File: src/rtl/grn_attractor_ctrl.sv
// ---------------------------------------------------------------------------
// grn_attractor_ctrl
//
// Sequencer for an array of N_NODES gene-regulatory-network node cells. Each
// node carries a slow (s0) and a fast (s1) copy of its state. For every
// initial state 0 .. 2^N_NODES-1 the controller loads the array, runs Floyd
// cycle detection, and reports two values through a valid/ready port:
//   - meet count: step pairs until the two trajectories coincide
//   - period:     fast-only steps until they coincide again
//
// Ports:
//   clk, rst             clock, synchronous active-high reset
//   start                one-cycle pulse; starts a sweep from IDLE or DONE
//   apc_s0, apc_s1       slow / fast trajectory states from the node array
//   reset_nos            loads init_state into both copies of every node
//   start_s0, start_s1   slow / fast advance requests to the node array
//   init_state           initial state driven to the nodes (sweep index)
//   res_valid/res_ready  result handshake
//   res_init             initial state the result belongs to
//   res_meet             meet count
//   res_period           attractor period
//   res_timeout          a counter saturated; meet/period are not meaningful
//   busy                 sweep in progress
//   done                 sweep finished; held until the next start
// ---------------------------------------------------------------------------
module grn_attractor_ctrl #(
  parameter int N_NODES = 8,
  parameter int CNT_W   = 16
) (
  input  logic               clk,
  input  logic               rst,
  input  logic               start,
  input  logic [N_NODES-1:0] apc_s0,
  input  logic [N_NODES-1:0] apc_s1,
  output logic               reset_nos,
  output logic               start_s0,
  output logic               start_s1,
  output logic [N_NODES-1:0] init_state,
  output logic               res_valid,
  input  logic               res_ready,
  output logic [N_NODES-1:0] res_init,
  output logic [CNT_W-1:0]   res_meet,
  output logic [CNT_W-1:0]   res_period,
  output logic               res_timeout,
  output logic               busy,
  output logic               done
);

  localparam logic [CNT_W-1:0] CNT_MAX = '1;

  typedef enum logic [2:0] {
    IDLE,
    LOAD,
    STEP1,
    CMP1,
    STEP2,
    CMP2,
    EMIT,
    DONE
  } state_t;

  state_t             state;
  state_t             state_nx;
  logic [N_NODES-1:0] init_idx;
  logic [CNT_W-1:0]   meet_cnt;
  logic [CNT_W-1:0]   per_cnt;
  logic               sub_phase;
  logic               timeout_nx;
  logic               xfer;
  logic               traj_eq;
  logic               last_init;

  assign xfer       = res_valid & res_ready;
  assign traj_eq    = (apc_s0 == apc_s1);
  assign last_init  = &init_idx;
  assign init_state = init_idx;

  // Next-state decode. STEP1 runs twice per comparison (sub_phase selects
  // which half of the pair we are in) so the fast copy moves two steps for
  // every step of the slow copy. timeout_nx flags an exit to EMIT caused by
  // a saturated counter rather than a trajectory match.
  always_comb begin
    state_nx   = state;
    timeout_nx = 1'b0;
    case (state)
      IDLE: begin
        if (start) state_nx = LOAD;
      end
      LOAD: begin
        state_nx = STEP1;
      end
      STEP1: begin
        if (sub_phase) state_nx = CMP1;
        else           state_nx = STEP1;
      end
      CMP1: begin
        if (traj_eq) begin
          state_nx = STEP2;
        end else if (meet_cnt == CNT_MAX) begin
          timeout_nx = 1'b1;
          state_nx   = EMIT;
        end else begin
          state_nx = STEP1;
        end
      end
      STEP2: begin
        state_nx = CMP2;
      end
      CMP2: begin
        if (traj_eq) begin
          state_nx = EMIT;
        end else if (per_cnt == CNT_MAX) begin
          timeout_nx = 1'b1;
          state_nx   = EMIT;
        end else begin
          state_nx = STEP2;
        end
      end
      EMIT: begin
        if (xfer) begin
          if (last_init) state_nx = DONE;
          else           state_nx = LOAD;
        end
      end
      DONE: begin
        if (start) state_nx = LOAD;
      end
      default: state_nx = IDLE;
    endcase
  end

  // State register, counters and result capture. Control outputs are
  // decoded from the next state and registered, so each pulse lines up
  // exactly with the cycle spent in the corresponding state and the node
  // array sees glitch-free controls.
  always_ff @(posedge clk) begin
    if (rst) begin
      state       <= IDLE;
      init_idx    <= '0;
      meet_cnt    <= '0;
      per_cnt     <= '0;
      sub_phase   <= 1'b0;
      reset_nos   <= 1'b0;
      start_s0    <= 1'b0;
      start_s1    <= 1'b0;
      res_valid   <= 1'b0;
      res_init    <= '0;
      res_meet    <= '0;
      res_period  <= '0;
      res_timeout <= 1'b0;
      busy        <= 1'b0;
      done        <= 1'b0;
    end else begin
      state     <= state_nx;
      reset_nos <= (state_nx == LOAD);
      start_s0  <= (state_nx == STEP1);
      start_s1  <= (state_nx == STEP1) || (state_nx == STEP2);
      res_valid <= (state_nx == EMIT);
      busy      <= (state_nx != IDLE) && (state_nx != DONE);
      done      <= (state_nx == DONE);

      // Sweep index: restart on an accepted start, advance on each
      // accepted result except the last one of the sweep.
      if ((state == IDLE || state == DONE) && start) begin
        init_idx <= '0;
      end else if (xfer && !last_init) begin
        init_idx <= init_idx + N_NODES'(1);
      end

      // The meet counter counts completed step pairs, so it only moves on
      // the second STEP1 of each pair. Both counters hold at full scale.
      if (state == STEP1) begin
        sub_phase <= ~sub_phase;
        if (sub_phase && (meet_cnt != CNT_MAX)) begin
          meet_cnt <= meet_cnt + CNT_W'(1);
        end
      end

      if ((state == STEP2) && (per_cnt != CNT_MAX)) begin
        per_cnt <= per_cnt + CNT_W'(1);
      end

      if (state_nx == LOAD) begin
        meet_cnt  <= '0;
        per_cnt   <= '0;
        sub_phase <= 1'b0;
      end

      // Result fields are latched once on entry to EMIT and then held
      // untouched for as long as the consumer stalls.
      if ((state_nx == EMIT) && (state != EMIT)) begin
        res_init    <= init_idx;
        res_meet    <= meet_cnt;
        res_period  <= per_cnt;
        res_timeout <= timeout_nx;
      end
    end
  end

endmodule

File: config.mk
export PLATFORM = sky130hd
export DESIGN_NAME = grn_attractor_ctrl
export DESIGN_NICKNAME = d
export VERILOG_FILES = /design/src/rtl/grn_attractor_ctrl.sv
export SDC_FILE = /design/constraint.sdc
export NUM_CORES = 1
export LEC_CHECK = 0
export ABC_AREA = 1
export BUFFER_PORTS_ARGS = -buffer_cell sky130_fd_sc_hd__buf_2
export CAP_MARGIN = 20
export CORE_ASPECT_RATIO = 1.1
export CORE_UTILIZATION = 50
export CTS_CLUSTER_DIAMETER = 30
export DETAILED_ROUTE_END_ITERATION = 10
export HOLD_SLACK_MARGIN = 0.15
export PLACE_DENSITY = 0.79
export SYNTH_ARGS = -nofsm -noshare
export SYNTH_HDL_FRONTEND = slang
export SYNTH_SLANG_ARGS = --single-unit
export TNS_END_PERCENT = 10
File: constraint.sdc
create_clock -name clk -period 2.2 [get_ports clk]
set_input_delay 0.11 -clock clk [delete_from_list [all_inputs] [get_ports clk]]
set_output_delay 0.11 -clock clk [all_outputs]
set_load 0.01 [all_outputs]
Word level (Yosys, flattened, before mapping)

Cells that the tools add are included.

Add/subtract/negate cells: 3
Multiply operators: 0
Div/mod/pow operators: 0
Magnitude comparators: 0
Equal/unequal tests: 19
Shift-type cells: 0
Muxes and demuxes: 14
Bitwise operators: 2
Reductions and logical operators: 16

Operators with widths:

| cell                                           | count |
|---|---|
| adder 16 x 1 -> 16 bit (second input constant) | 2 |
| == test 16 bit (second input constant)         | 2 |
| inequality test 16 bit (second input constant) | 2 |
| == test 3 bit (second input constant)          | 7 |
| one-hot mux 3 bit (7 select lines)             | 1 |
| two-way mux 3 bit                              | 5 |
| == test 3 x 2 -> 1 bit (second input constant) | 3 |
| adder 8 x 1 -> 8 bit (second input constant)   | 1 |
| == test 8 bit                                  | 1 |
| AND reduction 8 bit                            | 1 |
| == test 3 x 1 -> 1 bit (second input constant) | 2 |
| logical AND 1 bit                              | 6 |
| inequality test 3 bit (second input constant)  | 2 |
| OR reduction 2 bit                             | 3 |
| two-way mux 1 bit                              | 5 |
| two-way mux 2 bit                              | 2 |
| logical NOT 3 bit                              | 1 |
| nonzero test 3 bit                             | 1 |
| logical OR 1 bit                               | 2 |
| one-hot mux 1 bit (2 select lines)             | 1 |
| AND reduction 2 bit                            | 1 |
| AND 1 bit                                      | 1 |
| logical NOT 1 bit                              | 1 |
| NOT 1 bit                                      | 1 |

Register bits: 91
Bits in latches: 0
Bits in writable memories: 0
Memory bits (read-only): 0
Input bits: 20
Word-level logic and storage cells: 69
Memories: 0

Depth between registers and ports, before layout

Gate-level depths: netlist of run 1.

Depth after elaboration: 6
Gate-level depth with buffers: 14

Worst setup path after synthesis of run 1

Ideal clock, no wire load.

Path kind: register to register
Start point: register init_idx[0] (netlist: init_state[0])
End point: register res_init[0]
Data arrival time: 1753 ps
Required time: 2087 ps
Setup slack: 334 ps
Cell stages (with the launch flop): 12
Period minus slack after synthesis: 1866 ps
Path through: dfxtp_1 -> ha_1 -> nand2_1 -> nor2_1 -> nand3_1 -> nand2_1 -> a21oi_1 -> a21oi_2 -> nand3_4 -> buf_2 -> nor2_1 -> nor2_1

Word-level cells in the longest chain between the ends: 6

RTL lines:

| what                               | line | RTL |
|---|---|---|
| start: declaration                 | 64   | `logic [N_NODES-1:0] init_idx;` |
| start signal: assignment           | 167  | `init_idx <= init_idx + N_NODES'(1);` |
| AND reduction 8 bit                | 75   | `assign last_init = &init_idx;` |
| two-way mux 3 bit                  | 121  | `if (last_init) state_nx = DONE;` |
| two-way mux 3 bit                  | 120  | `if (xfer) begin` |
| one-hot mux 3 bit (7 select lines) | 85   | `case (state)` |
| == test 3 bit                      | 191  | `if ((state_nx == EMIT) && (state != EMIT)) begin` |
| logical AND 1 bit                  | 191  |  |
| end signal: assignment             | 192  | `res_init <= init_idx;` |
| end: declaration                   | 41   | `output logic [N_NODES-1:0] res_init,` |

Parallel ways exist; a longest one is shown, timed or not.
A chain may end at the register's enable or synchronous reset.

Worst setup path in the final report of run 1

Start point: register init_idx[0] (netlist: init_state[0])
End point: register per_cnt[10]

Word-level cells in the longest chain between the ends: 6

RTL lines:

| what                               | line | RTL |
|---|---|---|
| AND reduction 8 bit                | 75   |  |
| two-way mux 3 bit                  | 121  |  |
| two-way mux 3 bit                  | 120  |  |
| one-hot mux 3 bit (7 select lines) | 85   |  |
| == test 3 x 1 -> 1 bit             | 183  | `if (state_nx == LOAD) begin` |
| OR reduction 2 bit (no line)       | --   |  |
| end signal: assignment             | 180  | `per_cnt <= per_cnt + CNT_W'(1);` |
| end: declaration                   | 66   | `logic [CNT_W-1:0] per_cnt;` |

No other way between the ends.

==> results of run 1 <==
## where the power goes
part | switching [mW] | internal (mW)
clock network | 0.552 | 0.541
registers | 0.0119 | 1.66
logic | 0.162 | 0.0810
total | 0.726 | 2.28
## sequential cells by signal, summed over array words and instances (netlist names), 3 cells and up
name,count
init_state,8
res_period,16
res_init,8
res_meet,16
meet_cnt,16
per_cnt,16
state,3
## layout make-up
class | count | area (um^2) | area share [%]
multi-input cells | 429 | 2020 | 38.6
inverters | 93 | 349 | 6.67
clock buffers | 11 | 141 | 2.70
repair buffers | 96 | 718 | 13.7
flip-flops and latches | 91 | 1830 | 35.0
clock inverters | 3 | 40.0 | 0.765
well taps | 108 | 135 | 2.58
## per-layer routing
layer / vias up / routed length (um) / share of wire (%) / global-route usage, %
met5: - / 0 / 0 / 0
li1: 2064 / - / - / -
met4: 0 / 202 / 2.1 / 9.06
met1: 1810 / 4100 / 42 / 22.9
met3: 18 / 339 / 3.5 / 3.16
met2: 78 / 5160 / 53 / 38.7
## worst reg2reg max path, stage by stage, from the launching register on
cell     delay (ns)
dfxtp_1        0.36
ha_1           0.23
nand2_1        0.10
nor2_1         0.06
nand3_1        0.06
nand2_1        0.09
a21oi_1        0.29
nand2_1        0.19
nor2_1         0.16
nand2_2        0.09
nand2_2        0.08
buf_12         0.20
nor2_1         0.08
## path summary, 6_finish.rpt
path / from / endpoint / slack (ns) / depth (start not counted)
max: init_state[0] / per_cnt[10] / 0.12 / 12
max reg2reg: init_state[0] / per_cnt[10] / 0.12 / 12
min: start / state[0] / 0.19 / 4
min reg2reg: res_meet[11] / res_meet[11] / 0.51 / 4
## stage by stage
| stage | TNS, ns | instances | area (um^2) | utilization, % | worst slack, ns |
|---|---|---|---|---|---|
| 6_report | 0 | 831 | 5230 | 64.8 | 0.115 |
| 5_1_grt | -2.51 | 831 | 5230 | 64.8 | -0.0964 |
| 4_1_cts | 0 | 817 | 4920 | 60.9 | 0.0751 |
| 3_5_place_dp | 0 | 802 | 4730 | 58.6 | 0.0838 |
| 3_3_place_gp | 0 | 802 | 4730 | 58.6 | 0.242 |
| 2_1_floorplan | 0 | 629 | 4270 | - | 0.334 |
## Yosys cell counts
| library cell | number | area share, % |
|---|---|---|
| nand2_1 | 176 | 15 |
| nor2_1 | 141 | 12 |
| dfxtp_1 | 91 | 43 |
| inv_1 | 86 | 7.6 |
| nand3_1 | 19 | 2.2 |
| xnor2_1 | 16 | 3.3 |
| xor2_1 | 16 | 3.3 |
| a21oi_1 | 10 | 1.2 |
| buf_2 | 10 | 1.2 |
| nor3_1 | 10 | 1.2 |
| a21oi_2 | 7 | 1.4 |
| inv_2 | 7 | 0.62 |
| nand4_1 | 5 | 0.73 |
| buf_6 | 4 | 1.1 |
| nand2_2 | 4 | 0.59 |
| o21ai_0 | 4 | 0.47 |
| ha_1 | 3 | 0.88 |
| nor2_2 | 3 | 0.44 |
| nor4_1 | 3 | 0.44 |
| nor3_2 | 2 | 0.47 |
| or2_2 | 2 | 0.29 |
| a211oi_1 | 1 | 0.18 |
| a31oi_1 | 1 | 0.15 |
| buf_4 | 1 | 0.18 |
| clkbuf_1 | 1 | 0.088 |
| nand3_2 | 1 | 0.23 |
| nand3_4 | 1 | 0.41 |
| nor4_4 | 1 | 0.50 |
| o21a_1 | 1 | 0.18 |
| o21ai_1 | 1 | 0.12 |
| or2_1 | 1 | 0.15 |
## logic make-up (layout without fill, tap and decap cells)
family / count (synthesis) / after routing
and+or+nand+nor: 369 / 369
buffers and inverters: 109 / 203
DFF: 91 / 91
xor gates and xnor gates: 32 / 32
AOI/OAI and AO/OA: 25 / 25
adders and majority gates: 3 / 3
## repair_timing
action,in CTS,in global routing
buffers inserted,0,5
endpoints found under the hold margin,5,0
setup endpoints to repair,0,72
gates resized for setup,0,18
hold buffers,1,0
==> results.sh, run 1 <==
export IMPL_antenna_found_initial=0
export IMPL_antenna_left=0
export IMPL_dr_pass1_iters=4
export IMPL_ys_warnings_count=0
export IMPL_io_pin_count=75
export IMPL_grt_pass1_wl_mm=15.2
export IMPL_fin_crit_sh_pct=94.8
export IMPL_critPathMaxFanout=31
export IMPL_drv_cap=0
export IMPL_initial_core_util_pct=52.8
export IMPL_synth_cell_types=31
export IMPL_cts_tree="done"
export IMPL_yosys_mux_area_fraction_pct=0
export IMPL_finalPower_mw=3.01
export IMPL_synthAdderAreaFrac_pct=0.879
export IMPL_hold_viol=0
export IMPL_final_cell_mix="173 x nand2_1, 141 x nor2_1, 88 x dfxtp_1"
export IMPL_crit_path_end_kind="register"
export IMPL_diodes=0
export IMPL_yosys_area_share_simple_pct=35.5
export IMPL_drive_gt1_share_pct=19.9
export IMPL_critPathTopFamily="simple AND/OR/NAND/NOR gates"
export IMPL_p_leak_nw=2.73
export IMPL_max_slew_worst_pin_slew_ns=0.557
export IMPL_drc=0
export IMPL_critical_path_buf_inv_count=1
export IMPL_synth_xor_area_share_pct=6.57
export IMPL_netlist_area_um2=4270
export IMPL_num_rows=34
export IMPL_hold_path_class="input port to register"
export IMPL_path_clk_slew_ns=0.08
export IMPL_fillers=713
export IMPL_dp_final_hpwl_mm=6.16
export IMPL_synthesis_nets=652
export IMPL_power_density_nw_per_um2=575
export IMPL_place_congestion=0.841
export IMPL_slowest_stage="dfxtp_1"
export IMPL_synth_compound_area_share_pct=3.69
export IMPL_final_common_cell="nand2_1"
export IMPL_fin_hold_ws_ns=0.190
export IMPL_max_stage_delay_ns=0.36
export IMPL_cts_sinks=91
export IMPL_grt_pass1_vias=3661
export IMPL_grt_overflow_total=0
export IMPL_insertion_delay_ns=0.36
export IMPL_arrival_ns=2.34
export IMPL_grt_max_degree=47
export IMPL_status="complete, no violations"
export IMPL_yosys_register_bits=91
export IMPL_drv_slew=0
export IMPL_finClkSkew_ns=0.00612
export IMPL_die_w_um=90.1
export IMPL_avgSynthCellArea_um2=6.79
export IMPL_crit_path_cell_trace="ha_1, nand2_1, nor2_1, nand3_1, nand2_1, a21oi_1, nand2_1, nor2_1, nand2_2, nand2_2, buf_12, nor2_1"
export IMPL_critPathLaunchType="register"
export IMPL_syn_instance_count=629
export IMPL_clockBufferDepth=2
export IMPL_setup_viol=0
export IMPL_max_slew_margin_pct=62.8
export IMPL_min_period_ns=2.08
export IMPL_nNetsFinal=743
export IMPL_cts_made_buffers=9
export IMPL_grt_usage_pct=20.6
export IMPL_syn_to_final_growth_pct=22.6
export IMPL_vdd_drop_max_v=0.000317
export IMPL_ys_seq_area_share_pct=42.7
export IMPL_crit_required_ns=2.45
export IMPL_synth_top_family_by_area="simple AND/OR/NAND/NOR gates"
export IMPL_drt_iter0_markers=177
export IMPL_wirelength_mm=9.80
export IMPL_die_area_um2=8910
export IMPL_crit_type="register to register"
export IMPL_core_um2=8080
export IMPL_die_h_um=98.9
export IMPL_max_clock_freq_ghz=0.480
export IMPL_vias=3970
export IMPL_cts_root_buf="clkbuf_8"
export IMPL_wl_per_cell_um=11.8
export IMPL_cts_htree_levels=3
export IMPL_port_buffers=74
export IMPL_viasPerCell=4.78
(Power assumes the default switching activity.)
==> inputs of run 2 (changes only) <==
--- a/config.mk
+++ b/config.mk
@@ -13,7 +13,7 @@
 export CTS_CLUSTER_DIAMETER = 30
 export DETAILED_ROUTE_END_ITERATION = 10
 export HOLD_SLACK_MARGIN = 0.15
-export PLACE_DENSITY = 0.79
+export PLACE_DENSITY = 0.76
 export SYNTH_ARGS = -nofsm -noshare
 export SYNTH_HDL_FRONTEND = slang
 export SYNTH_SLANG_ARGS = --single-unit
==> constraint.sdc (replaced) <==
create_clock -name clk -period 2.2 [get_ports clk]
set_input_delay 0.22 -clock clk [delete_from_list [all_inputs] [get_ports clk]]
set_output_delay 0.22 -clock clk [all_outputs]
set_load 0.01 [all_outputs]
==> results.sh, run 2 (synthesized netlist as in run 1, its figures left out) <==
export IMPL_min_period_ns=1.98
export IMPL_status="complete, no violations"
export IMPL_worstHoldPathCells=4
export IMPL_setup_tns_final_ns=0
export IMPL_clockBufferDepth=2
export IMPL_die_w_um=90.1
export IMPL_finClkSkew_ns=0.0146
export IMPL_dp_slack_ns=0.184
export IMPL_busiest_layer="met2"
export IMPL_p_comb_share_pct=7.6
export IMPL_port_buffers=74
export IMPL_grt_overflow_total=0
export IMPL_drv_cap=0
export IMPL_io_pin_count=75
export IMPL_insertion_delay_ns=0.36
export IMPL_crit_type="register to register"
export IMPL_grt_pass1_wl_mm=15.0
export IMPL_wirelength_mm=8.36
export IMPL_diodes=0
export IMPL_grt_usage_pct=20.2
export IMPL_p_leak_nw=2.58
export IMPL_r2r_cells=14
export IMPL_final_cell_mix="176 x nand2_1, 141 x nor2_1, 90 x dfxtp_1"
export IMPL_p_int_mw=2.31
export IMPL_num_rows=34
export IMPL_rsz0062_at_grt="no"
export IMPL_post_cts_buffers=0
export IMPL_dp_final_hpwl_mm=6.08
export IMPL_viasPerCell=4.63
export IMPL_place_area_um2=4740
export IMPL_drc=0
export IMPL_pwr_share_seq_pct=54.8
export IMPL_critPathLaunchType="register"
export IMPL_initial_core_util_pct=52.8
export IMPL_nNetsFinal=728
export IMPL_fin_area_um2=4960
export IMPL_max_clock_freq_ghz=0.504
export IMPL_cts_made_buffers=9
export IMPL_r2r_end="meet_cnt[10]"
export IMPL_worstHoldEndpoint="state[0]"
export IMPL_vdd_drop_max_v=0.000438
export IMPL_drive_gt1_share_pct=17.5
export IMPL_clock_power_share_pct=37.5
export IMPL_dr_pass1_iters=4
export IMPL_drv_slew=0
export IMPL_post_route_util_pct=61.3
export IMPL_rr_startpoint="meet_cnt[1]"
export IMPL_setup_viol=0
export IMPL_post_route_worst_setup_slack_ns=0.216
export IMPL_grt_max_degree=47
export IMPL_antenna_left=0
export IMPL_vias=3786
export IMPL_cts_root_buf="clkbuf_8"
export IMPL_wl_per_cell_um=10.2
export IMPL_path_clk_slew_ns=0.10
export IMPL_finalPower_mw=3.06
export IMPL_final_common_cell="nand2_1"
export IMPL_fillers=767
export IMPL_p_sw_share_pct=24.6
export IMPL_worstHoldStart="start"
export IMPL_p_switching_uw=752
export IMPL_max_slew_margin_pct=62.1
export IMPL_core_um2=8080
export IMPL_r2r_slack_ns=0.22
export IMPL_power_density_nw_per_um2=617
export IMPL_crit_path_end_kind="register"
export IMPL_cts_htree_levels=3
export IMPL_place_congestion=0.840
export IMPL_arrival_ns=2.27
export IMPL_cts_tree="done"
export IMPL_grtUsageMet2_pct=38.5
export IMPL_syn_to_final_growth_pct=16.1
export IMPL_met1_usage_pct=22.2
export IMPL_max_slew_worst_pin_slew_ns=0.567
export IMPL_grt_pass1_vias=3591
export IMPL_cts_sinks=91
export IMPL_crit_required_ns=2.49
export IMPL_antenna_found_initial=0
export IMPL_die_h_um=98.9
export IMPL_die_area_um2=8910
export IMPL_met3_usage_pct=3.63
export IMPL_hold_path_class="input port to register"
export IMPL_fin_crit_sh_pct=90.2
export IMPL_critPathMaxFanout=31
export IMPL_hold_viol=0
export IMPL_drt_iter0_markers=107
## run 2: cell types whose count changed in the layout (fill, tap and decap cells not counted), sizes merged
cell,before,now
buf,88,80
clkbuf,18,11
clkinvlp,0,2
## run 2: how the worst max path moves through the flow
stage	start	endpoint	slack, ns	depth (start not counted)
2_1_floorplan	init_state[0]	res_init[0]	0.33	11
3_3_place_gp	meet_cnt[0]	res_meet[7]	0.27	14
3_5_place_dp	meet_cnt[0]	res_meet[7]	0.18	14
4_1_cts	meet_cnt[0]	res_meet[7]	0.16	14
5_1_grt	meet_cnt[1]	res_meet[11]	0.02	14
6_report	meet_cnt[1]	meet_cnt[10]	0.22	14
## run 2: worst max-delay path: stages (launching register included)
cell	delay (ns)
dfxtp_1	0.39
ha_1	0.19
nand2_1	0.06
inv_1	0.07
nand4_1	0.13
nor2_1	0.12
nand2_1	0.09
nand2_1	0.07
nand2_1	0.07
nand2_1	0.14
nor2_1	0.07
nand2_2	0.12
nand2_2	0.07
buf_12	0.19
nor2_1	0.11
## run 2: repair_timing
| item | 4_1_cts | 5_1_grt |
|---|---|---|
| endpoints found under the setup margin | 0 | 10 |
| resized for setup | 0 | 2 |
| hold buffers | 1 | 0 |
| endpoints found under the hold margin | 3 | 0 |
## run 2: power by group through the flow
| stage | combinational (mW) | sequential [mW] | clock [mW] |
|---|---|---|---|
| 2_1_floorplan | 0.156 | 1.72 | 0 |
| 3_3_place_gp | 0.229 | 1.71 | 0 |
| 3_5_place_dp | 0.236 | 1.72 | 0 |
| 4_1_cts | 0.238 | 1.68 | 1.17 |
| 5_1_grt | 0.263 | 1.68 | 1.23 |
| 6_report | 0.234 | 1.68 | 1.15 |
## run 2: cell type report
cell class / instances / area, um^2 / share of cell area [%]
Clock buffer: 11 / 141 / 2.85
Clock inverter: 5 / 62.6 / 1.26
Inverter: 93 / 349 / 7.04
Multi-Input combinational cell: 429 / 1990 / 40.2
Sequential cell: 91 / 1820 / 36.8
Tap cell: 108 / 135 / 2.73
Timing Repair Buffer: 81 / 454 / 9.16
## run 2: metrics by stage
| step | std cells | hold slack (ns) |
|---|---|---|
| 2_1_floorplan | 629 | 0.292 |
| 3_3_place_gp | 801 | 0.483 |
| 3_5_place_dp | 801 | 0.485 |
| 4_1_cts | 818 | 0.303 |
| 5_1_grt | 818 | 0.337 |
| 6_report | 818 | 0.310 |
## run 2: per-layer routing
metal	up-vias	routed length, um
met5	-	0
met4	0	145
met3	13	218
met2	51	4280
met1	1690	3720
li1	2032	-
